**src/rtl/serial_add_ctrl_if.sv**
```systemverilog
`default_nettype none
// ============================================================================
// Module      : serial_add_ctrl_if
// Description : Request/result bundle for the bit-serial adder controller.
//               Carries the start request and operands toward the adder, and
//               the busy/done status and registered result back.
//   start  master->slave  request to begin an addition
//   a_in   master->slave  operand A, WIDTH bits
//   b_in   master->slave  operand B, WIDTH bits
//   c_in   master->slave  carry-in
//   busy   slave->master  operation in progress (RUN or DONE)
//   done   slave->master  one-cycle result-valid pulse
//   sum    slave->master  registered sum, WIDTH bits
//   c_out  slave->master  registered final carry
// Revision    : 1.0 - initial release
// ============================================================================
interface serial_add_ctrl_if #(
   parameter int WIDTH = 8
);
   logic             start;
   logic [WIDTH-1:0] a_in;
   logic [WIDTH-1:0] b_in;
   logic             c_in;
   logic             busy;
   logic             done;
   logic [WIDTH-1:0] sum;
   logic             c_out;

   modport master (
      output start, a_in, b_in, c_in,
      input  busy, done, sum, c_out
   );

   modport slave (
      input  start, a_in, b_in, c_in,
      output busy, done, sum, c_out
   );
endinterface
`default_nettype wire

```
**src/rtl/serial_add_ctrl.sv**
```systemverilog
`default_nettype none
// ============================================================================
// Module      : serial_add_ctrl (with helper cell fa_cell)
// Description : Bit-serial adder controller. One 1-bit full-adder cell is
//               stepped LSB-first over WIDTH cycles; the carry is held in a
//               register between steps. The completed sum and carry are
//               registered and flagged with a one-cycle done pulse.
//   clk    in   single clock, rising edge
//   rst_n  in   asynchronous active-low reset
//   bus    slave modport of serial_add_ctrl_if (start/a_in/b_in/c_in in,
//          busy/done/sum/c_out out)
// Parameters  : WIDTH - operand and sum width, 2..32
// Revision    : 1.0 - initial release
// ============================================================================

// 1-bit full-adder cell
module fa_cell (
   input  logic a,
   input  logic b,
   input  logic c_in,
   output logic s,
   output logic c_out
);
   assign s     = a ^ b ^ c_in;
   assign c_out = (a & b) | (c_in & (a ^ b));
endmodule

module serial_add_ctrl #(
   parameter int WIDTH = 8
) (
   input  logic              clk,
   input  logic              rst_n,
   serial_add_ctrl_if.slave  bus
);
   localparam int CNT_W = $clog2(WIDTH);
   localparam logic [CNT_W-1:0] LAST = CNT_W'(WIDTH - 1);

   typedef enum logic [1:0] {
      IDLE = 2'd0,
      RUN  = 2'd1,
      DONE = 2'd2
   } state_t;

   state_t           state;
   logic [WIDTH-1:0] a_sr;
   logic [WIDTH-1:0] b_sr;
   // Holds the WIDTH-1 sum bits already produced, newest at the MSB; the
   // final bit comes straight from the cell on the last step.
   logic [WIDTH-2:0] psum;
   logic [WIDTH-1:0] psum_next;
   logic             carry_reg;
   logic [CNT_W-1:0] cnt;
   logic [WIDTH-1:0] sum_r;
   logic             c_out_r;
   logic             busy_r;
   logic             done_r;
   logic             fa_s;
   logic             fa_c;

   fa_cell u_fa (
      .a     (a_sr[0]),
      .b     (b_sr[0]),
      .c_in  (carry_reg),
      .s     (fa_s),
      .c_out (fa_c)
   );

   assign psum_next = {fa_s, psum};

   always_ff @(posedge clk or negedge rst_n) begin
      if (!rst_n) begin
         state     <= IDLE;
         a_sr      <= '0;
         b_sr      <= '0;
         psum      <= '0;
         carry_reg <= 1'b0;
         cnt       <= '0;
         sum_r     <= '0;
         c_out_r   <= 1'b0;
         busy_r    <= 1'b0;
         done_r    <= 1'b0;
      end else begin
         case (state)
            IDLE: begin
               done_r <= 1'b0;
               if (bus.start) begin
                  a_sr      <= bus.a_in;
                  b_sr      <= bus.b_in;
                  carry_reg <= bus.c_in;
                  cnt       <= '0;
                  busy_r    <= 1'b1;
                  state     <= RUN;
               end
            end
            RUN: begin
               a_sr      <= a_sr >> 1;
               b_sr      <= b_sr >> 1;
               psum      <= psum_next[WIDTH-1:1];
               carry_reg <= fa_c;
               if (cnt == LAST) begin
                  // Final bit: publish the completed result.
                  sum_r   <= psum_next;
                  c_out_r <= fa_c;
                  done_r  <= 1'b1;
                  state   <= DONE;
               end else begin
                  cnt <= cnt + CNT_W'(1);
               end
            end
            DONE: begin
               done_r <= 1'b0;
               busy_r <= 1'b0;
               state  <= IDLE;
            end
            default: begin
               done_r <= 1'b0;
               busy_r <= 1'b0;
               state  <= IDLE;
            end
         endcase
      end
   end

   assign bus.busy  = busy_r;
   assign bus.done  = done_r;
   assign bus.sum   = sum_r;
   assign bus.c_out = c_out_r;
endmodule
`default_nettype wire

```
**src/flat_wrapper.sv**
```systemverilog
// flat-port wrapper written by rule: the top's interface ports become plain ports
module serial_add_ctrl_flat 
#(
   parameter int WIDTH = 8
)
  (clk, rst_n, bus_start, bus_a_in, bus_b_in, bus_c_in, bus_busy, bus_done, bus_sum, bus_c_out);
  serial_add_ctrl_if #(.WIDTH(WIDTH)) bus_i ();
  input  logic clk;
  input  logic rst_n;
  input wire logic [$bits(bus_i.start)-1:0] bus_start;
  input wire logic [$bits(bus_i.a_in)-1:0] bus_a_in;
  input wire logic [$bits(bus_i.b_in)-1:0] bus_b_in;
  input wire logic [$bits(bus_i.c_in)-1:0] bus_c_in;
  output wire logic [$bits(bus_i.busy)-1:0] bus_busy;
  output wire logic [$bits(bus_i.done)-1:0] bus_done;
  output wire logic [$bits(bus_i.sum)-1:0] bus_sum;
  output wire logic [$bits(bus_i.c_out)-1:0] bus_c_out;
  assign bus_i.start = bus_start;
  assign bus_i.a_in = bus_a_in;
  assign bus_i.b_in = bus_b_in;
  assign bus_i.c_in = bus_c_in;
  assign bus_busy = bus_i.busy;
  assign bus_done = bus_i.done;
  assign bus_sum = bus_i.sum;
  assign bus_c_out = bus_i.c_out;
  serial_add_ctrl #(.WIDTH(WIDTH)) u_core (.clk(clk), .rst_n(rst_n), .bus(bus_i));
endmodule
```
**config.mk**
```make
export PLATFORM = sky130hd
export DESIGN_NAME = serial_add_ctrl_flat
export DESIGN_NICKNAME = d
export VERILOG_FILES = /design/src/rtl/serial_add_ctrl_if.sv /design/src/rtl/serial_add_ctrl.sv /design/src/flat_wrapper.sv
export SDC_FILE = /design/constraint.sdc
export NUM_CORES = 1
export LEC_CHECK = 0
export ABC_AREA = 1
export CAP_MARGIN = 15
export CORE_ASPECT_RATIO = 0.5
export CORE_MARGIN = 4
export CORE_UTILIZATION = 30
export DETAILED_ROUTE_END_ITERATION = 16
export GPL_TIMING_DRIVEN = 1
export SETUP_SLACK_MARGIN = 0.1
export SLEW_MARGIN = 10
export SYNTH_ARGS = -nofsm -noshare
export SYNTH_HDL_FRONTEND = slang
export SYNTH_HIERARCHICAL = 1
export SYNTH_SLANG_ARGS = --single-unit
```
**constraint.sdc**
```tcl
create_clock -name clk -period 3.4 [get_ports clk]
set_input_delay 0.34 -clock clk [delete_from_list [all_inputs] [get_ports clk]]
set_output_delay 0.34 -clock clk [all_outputs]
set_load 0.03 [all_outputs]
```
==> results of run 1 <==
-- metrics by stage --
stage	std cells	utilization	worst slack [ns]
finish	347	0.390	1.66
global placement	339	0.367	1.68
CTS	347	0.390	1.65
floorplan	231	-	2.09
detailed placement	339	0.367	1.66
global route	347	0.390	1.45
-- layout make-up --
type | count | area [um^2] | share of cell area
sequential | 40 | 1000 | 0.420
inverter | 41 | 154 | 0.0646
multi-input combinational | 139 | 672 | 0.282
timing repair buffer | 31 | 303 | 0.127
clock buffer | 5 | 125 | 0.0525
tap | 88 | 110 | 0.0462
clock inverter | 3 | 18.8 | 0.00787
-- cells in the mapped netlist --
master,number
buf_6,2
inv_2,1
nor2_2,1
o21ai_1,18
buf_2,3
fa_1,1
buf_4,5
nand2_1,56
ha_1,3
inv_1,40
nand3_1,51
clkbuf_1,1
nor2_1,4
dfrtp_1,40
nand2_4,1
nand2_2,3
nand3b_1,1
-- layout by cell type, fill, tap and decap left out, types with 2 or more instances in the layout --
master	instances
clkdlybuf4s50_1	29
nand2_2	3
dfrtp_1	40
nand2_1	56
clkbuf_16	5
ha_1	3
inv_1	40
o21ai_1	18
nand3_1	51
clkinv_2	2
nor2_1	4
-- critical path, stage by stage, from the launching register on --
cell,delay (ns)
dfrtp_1,0.74
nand2_2,0.37
nand2_2,0.36
nand3_1,0.13
nand2_1,0.08
-- final timing paths --
kind,to,depth (start not counted),slack [ns]
worst max-delay path,u_core/b_sr[4],4,1.66
worst min-delay path,u_core/a_sr[7],1,0.17
worst max register to register,u_core/b_sr[4],4,1.66
worst min register to register,u_core/bus.sum[0],2,0.47
max in group asynchronous,u_core/psum[0],1,2.66
min in group clk,u_core/bus.sum[0],2,0.47
-- routing by layer --
metal  share of wire  GRT usage  vias to the layer above
met1            0.48      0.130                      722
met5               0          0                        -
met3           0.032     0.0301                        2
li1                -          -                      776
met2            0.48      0.171                       15
met4          0.0063     0.0240                        0
-- logic make-up after synthesis --
kind of cell	count (synthesis)	synth area share
AND/OR/NAND/NOR	117	0.275
buffers and inverters	52	0.122
adder cells (fa/ha/maj)	4	0.0302
flip-flops	40	0.525
AO/OA/AOI/OAI	18	0.0473
-- power breakdown --
group	internal, mW	switching [mW]
logic	0.365	0.550
clock network	0.270	0.182
registers	0.697	0.145
==> impl_metrics.csv, run 1 <==
group,metric,value,unit
setup_path,cp.arrival,1.96,ns
route,vias_per_cell,4.37,
place,dpl.hpwl,2490,um
pwr,total_power,2.21,mW
cts,clock_sinks,40,
setup_path,crit_path_end_kind,"flop",
status,status,"finished clean",
sta,timing.final.crit_share,0.513,
cts,cts-root-buf,"clkbuf_16",
sta,timing.final.hold_violations,0,
floorplanning,dieWidth,121,um
pwr,power_density,927,mW/mm^2
route,routed_wl,3660,um
pwr,p_leak,1.22,nW
sta,min_period,1.74,ns
layout,fin_area,0.00238,mm^2
synth,synth_top_cells_by_area,"dfrtp_1 (53%), nand3_1 (13%), nand2_1 (11%)",
sta,rsz0062_at_grt,"no",
sta,max_freq,574,MHz
synth,yosysWarnings,6,
floorplanning,die_h,64.4,um
sta,relSlewSlack,0.414,
pwr,ir_worst_vdd,0.325,mV
global_route,grt_overflow_total,0,
cts,numCtsBuffers,5,
setup_path,rr_startpoint,"u_core/state[0]",
setup_path,cp.required,3.61,ns
cts,cts_buffer_depth,2,
route,wl_per_cell,10.6,um
floorplanning,io_pins,31,
floorplanning,dieArea,0.00777,mm^2
sta,finClkSkew,0.00378,ns
layout,fill_cells,650,
global_route,grt_usage,0.102,
floorplanning,core,0.00611,mm^2
cts,clk_pin_slew_worst_paths,0.06,ns
cts,htree_levels,2,
synth,yosysTopAreaCell,"dfrtp_1",
setup_path,cp_max_fo,20,
place,place_area,0.00224,mm^2
sta,worst_pin_slew,0.880,ns
min_path,hold_class,"input port to async pin",
setup_path,cp-start-kind,"flop",
synth,synth_nets,255,
layout,diodes,0,
synth,syn_avg_cell_area,8.25,um^2
global_route,grt_max_degree,41,
synth,ys_ff_latch,40,
place,gp_congestion,0.692,
layout,final_layout_size_suffix_gt1_frac,0.0618,
route,vias,1515,
route,drc,0,
synth,synth_top_area_share,0.525,
global_route,grt_pass1_wl,6510,um
route,drt_first_pass_iters,4,
job,drv_cap,0,
sta,tns,0,ns
sta,whs,0.171,ns
global_route,grt_pass1_vias,1486,
cts,clkLatencyLatePin,0.28,ns
route,ant_nets,0,
synth,ys_seq_area_frac,0.525,
cts,postCtsSetupBuffers,0,
cts,cts-resized-gates,0,
global_route,antenna_found_initial,0,
cts,cts_tree,"done",
synth,netlist_instances,231,
sta,final-setup-viol-count,0,
sta,final_max_slew_viol_count,0,
floorplanning,initial_utilization,0.312,
route,drt_iter0_markers,164,
cts,hold_buffers,0,
setup_path,worstSetupStartpoint,"u_core/state[0]",
synth,netlist_area,0.00191,mm^2
place,io_buffers,30,
floorplanning,std_cell_rows,20,
layout,area_growth_syn_to_layout,25.1,%
synth,synth_cell_type_count,17,
setup_path,crit_type,"flop to flop",
layout,finish.net_count,282,
(Power assumes the default switching activity.)
==> inputs of run 2 (changes only) <==
Clock period 3.4 ns to 1.6 ns, I/O delays scaled along.
==> impl_metrics.csv, run 2 (synthesis results as in run 1) <==
group,metric,value,unit
status,status,"finished clean",
global_route,grt_pass1_vias,1535,
setup_path,crit_path_end_kind,"primary output",
sta,min_period,1.46,ns
sta,timing.final.hold_violations,0,
floorplanning,die_h,64.4,um
route,vias_per_cell,4.25,
sta,final_max_slew_viol_count,0,
layout,final_cell_mix,"nand2_1 (56), nand3_1 (51), inv_1 (40), dfrtp_1 (40), clkdlybuf4s50_1 (23)",
setup_path,rr_startpoint,"u_core/cnt[0]",
setup_path,r2r_cells,6,
floorplanning,std_cell_rows,20,
setup_path,crit_end,"bus_sum[5]",
route,ant_nets,0,
setup_path,worstSetupStartpoint,"u_core/bus.sum[5]",
setup_path,reg2reg_slack,0.26,ns
layout,final_common_cell,"nand2_1",
layout,finish.net_count,289,
setup_path,crit_cells,1,
setup_path,cp.arrival,1.30,ns
cts,cts-root-buf,"clkbuf_16",
cts,clock_sinks,40,
cts,htree_levels,2,
global_route,antenna_found_initial,0,
setup_path,crit_family,"buffers and inverters",
job,drv_cap,0,
sta,timing.final.crit_share,0.913,
pwr,power_density,2000,mW/mm^2
floorplanning,core,0.00611,mm^2
place,io_buffers,30,
pwr,ir_worst_vdd,0.628,mV
floorplanning,initial_utilization,0.312,
layout,area_growth_syn_to_layout,31.1,%
sta,rsz0062_at_grt,"no",
pwr,p_leak,1.35,nW
setup_path,cp-start-kind,"flop",
cts,postCtsSetupBuffers,0,
global_route,grt_max_degree,25,
route,drt_first_pass_iters,4,
place,dpl.hpwl,2550,um
cts,cts_tree,"done",
sta,finClkSkew,0.00632,ns
global_route,grt_pass1_wl,6640,um
layout,final_layout_size_suffix_gt1_frac,0.0827,
setup_path,path_buf_inv,1,
setup_path,cp.required,1.44,ns
route,drc,0,
sta,worst_pin_slew,0.491,ns
cts,clk_pin_slew_worst_paths,0.06,ns
cts,clkLatencyLatePin,0.28,ns
setup_path,crit_type,"flop to primary output",
setup_path,crit_chain,"clkdlybuf4s50_1",
floorplanning,dieArea,0.00777,mm^2
cts,numCtsBuffers,5,
min_path,hold_class,"input port to async pin",
layout,fin_cells,354,
place,placed_cells,345,
setup_path,slowest_delay,0.67,ns
route,drt_iter0_markers,98,
sta,whs,0.376,ns
setup_path,slowest_stage,"clkdlybuf4s50_1",
sta,relSlewSlack,0.673,
layout,diodes,0,
floorplanning,dieWidth,121,um
sta,max_freq,685,MHz
route,routed_wl,3710,um
global_route,grt_overflow_total,0,
floorplanning,io_pins,31,
setup_path,cp_max_fo,2,
sta,tns,0,ns
global_route,grt_usage,0.105,
route,wl_per_cell,10.5,um
setup_path,r2r-end,"u_core/bus.sum[0]",
place,gp_congestion,0.723,
route,vias,1506,
sta,final-setup-viol-count,0,
cts,cts_buffer_depth,2,
## run 2: final cells by class
class,instances,area [um^2]
Clock buffer,5,125
Clock inverter,3,46.3
Fill cell,625,3610
Inverter,41,154
Multi-Input combinational cell,139,677
Sequential cell,40,1000
Tap cell,88,110
Timing Repair Buffer,38,385
## run 2: worst min-delay path by stage
stage | to | slack [ns] | depth (start not counted)
global route | u_core/a_sr[7] | 0.46 | 2
CTS | u_core/a_sr[4] | 0.40 | 2
global placement | u_core/a_sr[7] | 0.15 | 1
finish | u_core/a_sr[5] | 0.38 | 2
floorplan | u_core/a_sr[0] | -0.14 | 0
detailed placement | u_core/a_sr[7] | 0.17 | 1
## run 2: metrics by stage
| stage | setup WS [ns] | cell area (um^2) | util | power (mW) |
|---|---|---|---|---|
| global route | 0.100 | 2500 | 0.409 | 5.44 |
| finish | 0.140 | 2500 | 0.409 | 4.99 |
| floorplan | 0.291 | 1910 | - | 3.30 |
| CTS | 0.103 | 2480 | 0.406 | 5.06 |
| detailed placement | 0.162 | 2300 | 0.376 | 3.88 |
| global placement | 0.170 | 2300 | 0.376 | 3.83 |
## run 2: repair_timing
item / CTS / global route
endpoints found under the hold margin: 20 / 0
hold buffers: 1 / 0
resized for setup: 0 / 7
setup endpoints to repair: 0 / 7
## run 2: layer usage
| layer | up-vias | track usage | wire, um | share of wire |
|---|---|---|---|---|
| met1 | 688 | 0.129 | 1830 | 0.49 |
| met3 | 5 | 0.0265 | 98 | 0.026 |
| met4 | 0 | 0.0339 | 44 | 0.012 |
| met2 | 20 | 0.182 | 1730 | 0.47 |
| met5 | - | 0 | 0 | 0 |
| li1 | 793 | - | - | - |
## run 2: report_power, final
group | switching [mW] | internal [mW]
sequential | 0.245 | 1.48
clock | 0.410 | 0.741
combinational | 1.26 | 0.851
total | 1.92 | 3.07
==> inputs of run 3 (changes only) <==
Clock period 1.6 ns to 1.3 ns, I/O delays scaled along.
==> impl_metrics.csv, run 3 (synthesis results as in run 1) <==
group,metric,value,unit
place,placed_cells,349,
cts,cts_buffer_depth,2,
sta,timing.final.hold_violations,0,
sta,max_freq,835,MHz
status,status,"finished clean",
sta,tns,0,ns
layout,finish.net_count,303,
global_route,antenna_found_initial,0,
floorplanning,dieArea,0.00777,mm^2
floorplanning,die_h,64.4,um
pwr,p_leak,1.39,nW
layout,fin_cells,368,
layout,multi_input_area,831,um^2
setup_path,cp.arrival,1.40,ns
cts,cts-root-buf,"clkbuf_16",
setup_path,crit_path_end_kind,"flop",
layout,diodes,0,
layout,final_cell_mix,"nand2_1 (49), nand3_1 (47), dfrtp_1 (39)",
cts,htree_levels,2,
sta,final_max_slew_viol_count,0,
route,drc,0,
sta,final-setup-viol-count,0,
global_route,grt_pass1_vias,1548,
sta,rsz0062_at_grt,"yes",
cts,clk_pin_slew_worst_paths,0.06,ns
place,io_buffers,30,
sta,min_period,1.20,ns
global_route,grt_max_degree,37,
route,wl_per_cell,11.2,um
cts,clock_sinks,40,
route,routed_wl,4140,um
layout,final_layout_size_suffix_gt1_frac,0.214,
floorplanning,dieWidth,121,um
job,drv_cap,0,
floorplanning,core,0.00611,mm^2
place,dpl.hpwl,2720,um
global_route,grt_pass1_wl,6960,um
place,gp_congestion,0.754,
floorplanning,initial_utilization,0.312,
floorplanning,std_cell_rows,20,
route,drt_iter0_markers,113,
cts,cts_tree,"done",
layout,fill_cells,573,
cts,clkLatencyLatePin,0.28,ns
sta,worst_pin_slew,0.312,ns
sta,relSlewSlack,0.793,
layout,area_growth_syn_to_layout,44.1,%
pwr,ir_worst_vdd,0.852,mV
global_route,grt_usage,0.110,
floorplanning,io_pins,31,
setup_path,cp_max_fo,2,
sta,finClkSkew,0.00885,ns
route,drt_first_pass_iters,4,
route,vias_per_cell,4.42,
min_path,hold_class,"input port to async pin",
global_route,grt_overflow_total,0,
layout,ff_latch_area,0.00100,mm^2
layout,fin_area,0.00275,mm^2
sta,timing.final.crit_share,0.921,
setup_path,cp-start-kind,"flop",
pwr,power_density,2400,mW/mm^2
layout,final_common_cell,"nand2_1",
setup_path,cp.required,1.51,ns
setup_path,crit_type,"flop to flop",
place,place_area,0.00235,mm^2
cts,numCtsBuffers,5,
route,ant_nets,0,
route,vias,1625,
run 3: changes by cell type in the layout (fill, tap and decap cells not counted), moves of 5 or more:
cell / change
buf_4: +9
nand2_1: -7
dlygate4sd2_1: +6
dlymetal6s2s_1: -6
clkdlybuf4s15_1: +5
clkdlybuf4s50_1: -5
nand2_2: +5
run 3: routing by layer:
| metal | routed length, um | global-route usage | vias to the layer above |
|---|---|---|---|
| met5 | 0 | 0 | - |
| li1 | - | - | 827 |
| met3 | 106 | 0.0318 | 2 |
| met2 | 2080 | 0.186 | 20 |
| met4 | 17 | 0.0226 | 0 |
| met1 | 1930 | 0.141 | 776 |
run 3: power by group:
part / internal (mW) / total (mW) / switching (mW)
clock: 0.706 / 1.18 / 0.469
combinational: 1.41 / 3.24 / 1.83
sequential: 1.83 / 2.18 / 0.357
run 3: area by class of cell:
| cell class | instances | area share |
|---|---|---|
| sequential | 40 | 0.365 |
| inverter | 41 | 0.0597 |
| clock buffer | 5 | 0.0456 |
| multi-input combinational | 141 | 0.303 |
| tap | 88 | 0.0401 |
| clock inverter | 3 | 0.00683 |
| timing repair buffer | 50 | 0.180 |
run 3: path summary, 6_finish.rpt:
path,start,to,slack [ns],cells after the start
worst min-delay path,rst_n,u_core/a_sr[7],0.22,2
worst max register to register,u_core/carry_reg,u_core/psum[6],0.10,3
worst min register to register,u_core/bus.sum[0],u_core/bus.sum[0],0.48,2
min in group clk,bus_a_in[7],u_core/a_sr[7],0.41,3
worst max-delay path,u_core/carry_reg,u_core/psum[6],0.10,3
max in group asynchronous,rst_n,u_core/state[1],0.65,3
run 3: worst max-delay path: stages (launching register included):
cell,delay [ns]
dfrtp_1,0.40
fa_2,0.58
inv_2,0.04
o21ai_1,0.11
run 3: what timing repair did:
item,4_1_cts,5_1_grt
setup buffers,1,6
gates cloned,1,2
hold buffers,1,0
setup endpoints to repair,41,41
gates resized for setup,17,35
hold endpoints to repair,40,0
pin swaps,0,10
run 3: per-stage QoR:
step	hold slack [ns]	utilization	setup WS, ns	power, mW
6_report	0.216	0.450	0.102	6.60
5_1_grt	0.236	0.450	0.0589	7.22
4_1_cts	0.215	0.414	0.0569	6.07
3_5_place_dp	-0.0280	0.384	-0.00606	4.85
3_3_place_gp	-0.0306	0.384	0.0202	4.77
2_1_floorplan	-0.166	-	0.118	4.08
